--- config.mk ---
export PLATFORM = sky130hd
export DESIGN_NAME = sync_fifo_ctrl_flat
export DESIGN_NICKNAME = d
export VERILOG_FILES = /design/src/rtl/sync_fifo_ctrl_if.sv /design/src/rtl/sync_fifo_ctrl.sv /design/src/flat_wrapper.sv
export SDC_FILE = /design/constraint.sdc
export NUM_CORES = 1
export LEC_CHECK = 0
export ABC_AREA = 1
export CORE_UTILIZATION = 29
export DETAILED_ROUTE_END_ITERATION = 8
export PLACE_DENSITY = 0.43
export SLEW_MARGIN = 10
export SYNTH_ARGS = -nofsm -noshare
export SYNTH_HDL_FRONTEND = slang
export SYNTH_SLANG_ARGS = --single-unit
export TNS_END_PERCENT = 10
--- constraint.sdc ---
create_clock -name wclk -period 2.83 [get_ports wclk]
set_input_delay 0.849 -clock wclk [delete_from_list [all_inputs] [get_ports wclk]]
set_output_delay 0.849 -clock wclk [all_outputs]
set_load 0.02 [all_outputs]
--- src/rtl/sync_fifo_ctrl_if.sv ---
// Handshake and status bundle for sync_fifo_ctrl.
// FIFO_PARITY_EN adds the rperr/parity_err signals.
interface sync_fifo_ctrl_if #(
  parameter int DATASIZE = 8,
  parameter int ADDRSIZE = 4
);
  logic                winc;
  logic [DATASIZE-1:0] wdata;
  logic                rinc;
  logic [DATASIZE-1:0] rdata;
  logic                rvalid;
  logic                wfull;
  logic                rempty;
  logic                almost_full;
  logic                almost_empty;
  logic [ADDRSIZE:0]   count;
  logic                overflow;
  logic                underflow;
`ifdef FIFO_PARITY_EN
  logic                rperr;
  logic                parity_err;
`endif

  modport master (
    output winc, wdata, rinc,
    input  rdata, rvalid, wfull, rempty,
    input  almost_full, almost_empty,
    input  count, overflow, underflow
`ifdef FIFO_PARITY_EN
    , input rperr, parity_err
`endif
  );

  modport slave (
    input  winc, wdata, rinc,
    output rdata, rvalid, wfull, rempty,
    output almost_full, almost_empty,
    output count, overflow, underflow
`ifdef FIFO_PARITY_EN
    , output rperr, parity_err
`endif
  );
endinterface

--- src/rtl/sync_fifo_ctrl.sv ---
// Single-clock FIFO with registered read, level flags, sticky errors.
// Optional FIFO_PARITY_EN stores an even-parity bit per word.
module sync_fifo_ctrl #(
  parameter int DATASIZE = 8,
  parameter int ADDRSIZE = 4,
  parameter int AF_LEVEL = (1 << ADDRSIZE) - 4,
  parameter int AE_LEVEL = 2
) (
  input logic             wclk,
  input logic             wrst,
  sync_fifo_ctrl_if.slave bus
);
  localparam int DEPTH = 1 << ADDRSIZE;
  localparam int PW    = ADDRSIZE + 1;
`ifdef FIFO_PARITY_EN
  localparam int MW = DATASIZE + 1;
`else
  localparam int MW = DATASIZE;
`endif

  generate
    if (AF_LEVEL < 1 || AF_LEVEL > DEPTH) begin : g_af_bad
      $fatal(1, "sync_fifo_ctrl: AF_LEVEL out of range");
    end
    if (AE_LEVEL < 0 || AE_LEVEL > DEPTH - 1) begin : g_ae_bad
      $fatal(1, "sync_fifo_ctrl: AE_LEVEL out of range");
    end
  endgenerate

  logic [MW-1:0]       mem [DEPTH];
  logic [PW-1:0]       wptr;
  logic [PW-1:0]       rptr;
  logic [PW-1:0]       cnt;
  logic [DATASIZE-1:0] rdata_q;
  logic                rvalid_q;
  logic                ovf_q;
  logic                unf_q;
  logic                full;
  logic                empty;
  logic                wr_ok;
  logic                rd_ok;
  logic [MW-1:0]       wword;
  logic [MW-1:0]       rword;
  logic                unused_msb;

  // Flags decode straight from the occupancy register.
  always_comb begin
    full  = (cnt == PW'(DEPTH));
    empty = (cnt == '0);
    wr_ok = bus.winc && !full;
    rd_ok = bus.rinc && !empty;
  end

  // Pointer MSBs are kept for a uniform binary width only.
  assign unused_msb = wptr[PW-1] ^ rptr[PW-1];

`ifdef FIFO_PARITY_EN
  assign wword = {^bus.wdata, bus.wdata};
`else
  assign wword = bus.wdata;
`endif
  assign rword = mem[rptr[ADDRSIZE-1:0]];

  // Storage array: written on accepted writes, never reset.
  always_ff @(posedge wclk) begin
    if (!wrst && wr_ok) begin
      mem[wptr[ADDRSIZE-1:0]] <= wword;
    end
  end

  // Pointers and occupancy; both-accepted leaves count unchanged.
  always_ff @(posedge wclk) begin
    if (wrst) begin
      wptr <= '0;
      rptr <= '0;
      cnt  <= '0;
    end else begin
      if (wr_ok) wptr <= wptr + 1'b1;
      if (rd_ok) rptr <= rptr + 1'b1;
      unique case ({wr_ok, rd_ok})
        2'b10:   cnt <= cnt + 1'b1;
        2'b01:   cnt <= cnt - 1'b1;
        default: cnt <= cnt;
      endcase
    end
  end

  // Registered read port; rdata holds between accepted reads.
  always_ff @(posedge wclk) begin
    if (wrst) begin
      rdata_q  <= '0;
      rvalid_q <= 1'b0;
    end else begin
      rvalid_q <= rd_ok;
      if (rd_ok) rdata_q <= rword[DATASIZE-1:0];
    end
  end

  // Sticky misuse flags, cleared only by reset.
  always_ff @(posedge wclk) begin
    if (wrst) begin
      ovf_q <= 1'b0;
      unf_q <= 1'b0;
    end else begin
      if (bus.winc && full)  ovf_q <= 1'b1;
      if (bus.rinc && empty) unf_q <= 1'b1;
    end
  end

`ifdef FIFO_PARITY_EN
  logic rperr_q;
  logic perr_q;

  // Recheck stored parity on each accepted read.
  always_ff @(posedge wclk) begin
    if (wrst) begin
      rperr_q <= 1'b0;
      perr_q  <= 1'b0;
    end else begin
      rperr_q <= rd_ok && (^rword);
      if (rd_ok && (^rword)) perr_q <= 1'b1;
    end
  end

  assign bus.rperr      = rperr_q;
  assign bus.parity_err = perr_q;
`endif

  assign bus.rdata        = rdata_q;
  assign bus.rvalid       = rvalid_q;
  assign bus.wfull        = full;
  assign bus.rempty       = empty;
  assign bus.almost_full  = (cnt >= PW'(AF_LEVEL));
  assign bus.almost_empty = (cnt <= PW'(AE_LEVEL));
  assign bus.count        = cnt;
  assign bus.overflow     = ovf_q;
  assign bus.underflow    = unf_q;
endmodule

--- src/flat_wrapper.sv ---
// flat-port wrapper written by rule: the top's interface ports become plain ports
module sync_fifo_ctrl_flat 
#(
  parameter int DATASIZE = 8,
  parameter int ADDRSIZE = 4,
  parameter int AF_LEVEL = (1 << ADDRSIZE) - 4,
  parameter int AE_LEVEL = 2
)
  (wclk, wrst, bus_winc, bus_wdata, bus_rinc, bus_rdata, bus_rvalid, bus_wfull, bus_rempty, bus_almost_full, bus_almost_empty, bus_count, bus_overflow, bus_underflow);
  sync_fifo_ctrl_if #(.DATASIZE(DATASIZE), .ADDRSIZE(ADDRSIZE)) bus_i ();
  input logic wclk;
  input logic wrst;
  input wire logic [$bits(bus_i.winc)-1:0] bus_winc;
  input wire logic [$bits(bus_i.wdata)-1:0] bus_wdata;
  input wire logic [$bits(bus_i.rinc)-1:0] bus_rinc;
  output wire logic [$bits(bus_i.rdata)-1:0] bus_rdata;
  output wire logic [$bits(bus_i.rvalid)-1:0] bus_rvalid;
  output wire logic [$bits(bus_i.wfull)-1:0] bus_wfull;
  output wire logic [$bits(bus_i.rempty)-1:0] bus_rempty;
  output wire logic [$bits(bus_i.almost_full)-1:0] bus_almost_full;
  output wire logic [$bits(bus_i.almost_empty)-1:0] bus_almost_empty;
  output wire logic [$bits(bus_i.count)-1:0] bus_count;
  output wire logic [$bits(bus_i.overflow)-1:0] bus_overflow;
  output wire logic [$bits(bus_i.underflow)-1:0] bus_underflow;
  assign bus_i.winc = bus_winc;
  assign bus_i.wdata = bus_wdata;
  assign bus_i.rinc = bus_rinc;
  assign bus_rdata = bus_i.rdata;
  assign bus_rvalid = bus_i.rvalid;
  assign bus_wfull = bus_i.wfull;
  assign bus_rempty = bus_i.rempty;
  assign bus_almost_full = bus_i.almost_full;
  assign bus_almost_empty = bus_i.almost_empty;
  assign bus_count = bus_i.count;
  assign bus_overflow = bus_i.overflow;
  assign bus_underflow = bus_i.underflow;
  sync_fifo_ctrl #(.DATASIZE(DATASIZE), .ADDRSIZE(ADDRSIZE), .AF_LEVEL(AF_LEVEL), .AE_LEVEL(AE_LEVEL)) u_core (.wclk(wclk), .wrst(wrst), .bus(bus_i));
endmodule
Yosys cells after proc, flatten, opt, wreduce, memory -nomap -nowiden
Memories as Yosys holds them, arrays and structs flattened. A register that Yosys moved wholly into a read port is not among the register bits.
Index checks and enable logic that the tools add are counted.
{ "word_totals": {"regBits": 18, "ramBits": 128, "in_bits": 12, "wordCells": 29, "memories": 1} }
{ "op_classes": {"add_sub_neg": 4, "magnitude_cmp": 2, "n_eq_ne": 3, "mux": 3, "reduce_logical": 10} }
{ "memory_table": {"columns": ["name", "words", "word_bits", "rd", "rd_ports_with_merged_regs", "wr", "line", "source"], "rows": [
  ["u_core.mem", 16, 8, 1, 1, 1, "sync_fifo_ctrl.sv:30", "logic [MW-1:0] mem [DEPTH];"]
]} }
{ "op_table": {"columns": ["operator", "n"], "rows": [
  ["5-bit by 1-bit adder with 5-bit output, second input constant", 3],
  ["5-bit one-hot mux with 2 select lines", 1],
  ["5-bit == test, second input constant", 1],
  ["5-bit by 4-bit >= comparator with 1-bit output, second input constant", 1],
  ["5-bit by 2-bit <= comparator with 1-bit output, second input constant", 1],
  ["1-bit logical AND", 5],
  ["5-bit zero test", 1],
  ["5-bit by 1-bit subtractor with 5-bit output, second input constant", 1],
  ["1-bit zero test", 3],
  ["2-bit by 1-bit == test with 1-bit output, second input constant", 1],
  ["2-bit == test, second input constant", 1],
  ["1-bit two-way mux", 2],
  ["2-bit nonzero test", 1]
]} }

Logic depth before layout (Yosys ltp)
{ "logic_depth": {"depth_word": 6, "mapped_depth": 16, "depth_no_buf": 14} }

Worst setup path before layout
Ideal clock, no wire load.
{ "synth_path": {"path_type": "input port to flip-flop", "start": "in bus_rinc", "end": "reg u_core.cnt[2], in the netlist u_core.bus.count[2]", "setup_time_ns": 0.115, "arrival_ns": 2.245, "t_required_ns": 2.715, "slack_ns": 0.470, "path_stages": 12, "n_path_buf": 2, "path_cell_list": "nand2_2 > inv_2 > buf_2 > ha_1 > clkbuf_2 > xor2_1 > ha_1 > inv_1 > nand2_1 > xor2_1 > o21ai_0 > inv_1"} }
{ "synth_via": {"elab_chain_len": 3, "word_cells_on_any_way": 5, "classes_between": "eq/ne (2); mux (1); reduce/logical (2)"} }
{ "synth_lines": {"columns": ["item", "line", "source"], "rows": [
  ["start, declared", "flat_wrapper.sv:15", "input wire logic [$bits(bus_i.rinc)-1:0] bus_rinc;"],
  ["1-bit logical AND *", "sync_fifo_ctrl.sv:51", "rd_ok = bus.rinc && !empty;"],
  ["via u_core.rd_ok", "sync_fifo_ctrl.sv:41", "logic rd_ok;"],
  ["2-bit by 1-bit == test with 1-bit output or 2-bit == test (tied branches)", "sync_fifo_ctrl.sv:80", "unique case ({wr_ok, rd_ok})"],
  ["5-bit one-hot mux with 2 select lines or 2-bit nonzero test (tied branches)", null, null],
  ["end signal, assigned", "sync_fifo_ctrl.sv:81", "2'b10: cnt <= cnt + 1'b1;"],
  ["end signal, assigned", "sync_fifo_ctrl.sv:82", "2'b01: cnt <= cnt - 1'b1;"],
  ["end signal, assigned", "sync_fifo_ctrl.sv:83", "default: cnt <= cnt;"],
  ["end, declared", "sync_fifo_ctrl.sv:33", "logic [PW-1:0] cnt;"]
]} }
The timed path passes the listed nets; every way through them passes the cells marked *.
A chain may end at the register's enable or synchronous reset.

Final worst setup path
{ "layout_path": {"start": "reg u_core.cnt[3], in the netlist u_core.bus.count[3]", "end": "out bus_almost_full"} }
{ "layout_via": {"elab_chain_len": 1} }
{ "layout_lines": {"columns": ["item", "line", "source"], "rows": [
  ["5-bit by 4-bit >= comparator with 1-bit output", "sync_fifo_ctrl.sv:133", "assign bus.almost_full = (cnt >= PW'(AF_LEVEL));"],
  ["end, declared", "flat_wrapper.sv:20", "output wire logic [$bits(bus_i.almost_full)-1:0] bus_almost_full;"]
]} }
No other way between the ends.

==> flow_metrics.py <==
metrics = {
    "worst_setup_path": {
        "path_delay_family": "buffers and inverters",
        "max_stage_delay_ns": 0.64,
        "crit_slowest_cell": "clkdlybuf4s50_1",
        "crit_chain": "inv_1 -> o21ai_0 -> clkdlybuf4s50_1",
        "worstSetupStartpointType": "register",
        "cp.required_ns": 1.98,
        "worstPathMaxFanout": 5,
        "endpoint_kind": "output port",
        "cp.arrival_ns": 1.83,
        "path_class": "register to output port",
        "worst-path-buf-inv": 2,
    },
    "cts": {
        "cts_made_buffers": 17,
        "cts_post_setup_buffers_inserted": 0,
        "htreeDepth": 4,
        "cts_root_buf": "clkbuf_16",
        "clk_path_buf_depth": 2,
        "cts_num_sinks": 152,
        "path_clk_slew_ns": 0.06,
        "ctsResizeCount": 0,
        "hold_buffers": 0,
        "cts_tree": "yes",
        "clk_latency_ns": 0.42,
    },
    "route": {
        "remaining_drc_errors": 0,
        "ant_nets": 0,
        "wl_per_cell_um": 17.4,
        "viasPerCell": 4.73,
        "routed_wl_um": 15200,
        "dr.pass1.iters": 4,
        "drtIter0Drc": 197,
        "vias": 4135,
    },
    "synthesis": {
        "ys_top_cells_by_area": "edfxtp_1 (61%), dfxtp_1 (7.6%), nor2_1 (7.4%)",
        "post_synth.cell_area_avg_um2": 11.7,
        "yosysUniqueCellTypes": 30,
        "synth_nets": 556,
        "yosys.area.top_type": "edfxtp_1",
        "synth_area_mm2": 0.00628,
        "synth.ff_latch_count": 152,
        "ys_seq_area_frac": 0.688,
        "yosys.area.top_type_share": 0.612,
        "yosys_warnings": 0,
        "netlist_instances": 537,
    },
    "status": {
        "status": "completed",
    },
    "power": {
        "leakage_uw": 0.00263,
        "pwr_density_cell_mw_per_mm2": 886,
        "swShare": 0.321,
        "vdd_drop_max_uv": 634,
        "p_seq_frac": 0.404,
        "p_clk_frac": 0.327,
        "pwr-share-comb": 0.270,
        "p_int_uw": 4570,
        "p_switching_uw": 2160,
    },
    "sta": {
        "fin_skew_ns": 0.0108,
        "hold_ws_ns": 0.481,
        "tns_ns": 0,
        "period_share": 0.947,
        "fin_crit_ns": 2.68,
        "slew_viol_final": 0,
        "tightest_slew_ns": 0.636,
        "hold_viol_final": 0,
        "relSlewSlack": 0.575,
        "setup_violations": 0,
        "fmaxAchievable_ghz": 0.373,
        "rsz0062_at_grt": "no",
    },
    "place": {
        "dp.final_hpwl_um": 9830,
        "routabilityCongestion": 0.754,
        "io_buffer_count": 31,
    },
    "floorplan": {
        "initial_core_util": 0.297,
        "core_region_area_mm2": 0.0212,
        "die_area_mm2": 0.0223,
        "die_y_um": 149,
        "die_x_um": 149,
        "pin_count": 32,
        "rows": 53,
    },
    "final_layout": {
        "drive_above_1_share": 0.128,
        "syn2layout_area_growth_pct": 20.8,
        "n_fill_cell": 2060,
        "register_area_mm2": 0.00433,
        "num_antenna_cells": 0,
        "nNetsFinal": 606,
        "multiInputGateArea_mm2": 0.00166,
    },
    "global_route": {
        "antenna_found_initial": 0,
        "grt_pass1_wl_um": 24200,
        "grt_overflow": 0,
        "grt_max_degree": 49,
        "grt_pass1_vias": 4165,
        "grt.total_usage": 0.148,
    },
    "min_path": {
        "holdCritPathClass": "register to register",
    },
    "job": {
        "max_cap_viol_count": 0,
    },
}
-- final timing paths --
path / slack (ns) / from / to / depth (start not counted)
hold reg to reg: 0.48 / u_core.bus.underflow$_SDFFE_PP0P_ / u_core.bus.underflow$_SDFFE_PP0P_ / 2
hold / removal: 0.48 / u_core.bus.underflow$_SDFFE_PP0P_ / u_core.bus.underflow$_SDFFE_PP0P_ / 2
setup / recovery: 0.15 / u_core.bus.count[3]$_SDFFE_PP0P_ / bus_almost_full / 3
setup reg to reg: 0.79 / u_core.bus.count[2]$_SDFFE_PP0P_ / u_core.bus.count[4]$_SDFFE_PP0P_ / 13
-- Yosys cell counts (all sizes together) --
master    n
nor2    127
o221ai    4
dfxtp    24
buf      16
nand4     2
nor3      1
o211ai   34
xor2      4
inv      29
clkbuf   15
clkinv    1
o21ai    76
xnor2     1
o22ai     2
nand3    36
edfxtp  128
nand2    18
ha        7
a21oi    12
-- area by class of cell --
type | instances | share of cell area
inverters | 30 | 0.0148
multi-input cells | 324 | 0.219
repair buffers | 62 | 0.0749
flip-flops and latches | 152 | 0.570
clock buffers | 20 | 0.0589
clock inverters | 12 | 0.0168
well taps | 275 | 0.0454
-- sequential cells by signal, indices dropped and copies added, names as in the netlist --
register / count
u_core.rptr: 4
u_core.bus.count: 5
u_core.bus.underflow: 1
u_core.bus.rvalid: 1
u_core.mem: 128
u_core.bus.overflow: 1
u_core.wptr: 4
u_core.bus.rdata: 8
-- per-layer routing --
| layer | part of all wire | vias up | routed length, um | track usage |
|---|---|---|---|---|
| met2 | 0.47 | 70 | 7110 | 0.233 |
| met5 | 0 | - | 0 | 0 |
| met3 | 0.037 | 12 | 566 | 0.0336 |
| li1 | - | 2024 | - | - |
| met4 | 0.010 | 0 | 158 | 0.0459 |
| met1 | 0.49 | 2029 | 7400 | 0.201 |
-- metrics by stage --
stage                      util  power (uW)  area [um2]  setup slack [ns]  cells
after floorplan               -        3950        6280             0.470    537
after global placement    0.331        4580        7010             0.138    843
after detailed placement  0.331        4580        7010             0.135    843
after CTS                 0.359        6810        7590             0.112    875
after global routing      0.359        7110        7590            0.0389    875
final                     0.359        6720        7590             0.149    875
-- power groups by stage --
stage / sequential (uW) / combinational [uW] / clock, uW
after floorplan: 2790 / 1160 / 0
after global placement: 2760 / 1810 / 0
after detailed placement: 2760 / 1820 / 0
after CTS: 2720 / 1830 / 2260
after global routing: 2740 / 2040 / 2340
final: 2710 / 1810 / 2200
-- worst min-delay path: cells and delay by family, from the launching register on --
kind	cells	cell delay [ns]
AOI/OAI and AO/OA	1	0.04
DFF	1	0.33
and+or+nand+nor	1	0.07
-- cell families after synthesis --
family,after synthesis,synth area share
compound gates,128,0.121
xor+xnor,5,0.00697
fa+ha+maj,7,0.0139
buf+inv,61,0.0474
flops,152,0.688
simple gates,184,0.122
-- layout by cell type (no fill, tap or decap), types with 3 or more instances in the layout --
master	n
edfxtp_1	128
nor2_1	124
o21ai_0	53
nand3_1	34
o211ai_1	33
clkdlybuf4s50_1	31
buf_4	29
inv_1	26
dfxtp_1	22
o21ai_1	20
clkbuf_16	17
nand2_1	16
a21oi_1	12
ha_1	7
xor2_1	4
o221ai_1	4
clkinv_2	4
clkinvlp_4	4
nor2_2	3
inv_2	3
o21ai_2	3
(Power assumes the default switching activity.)
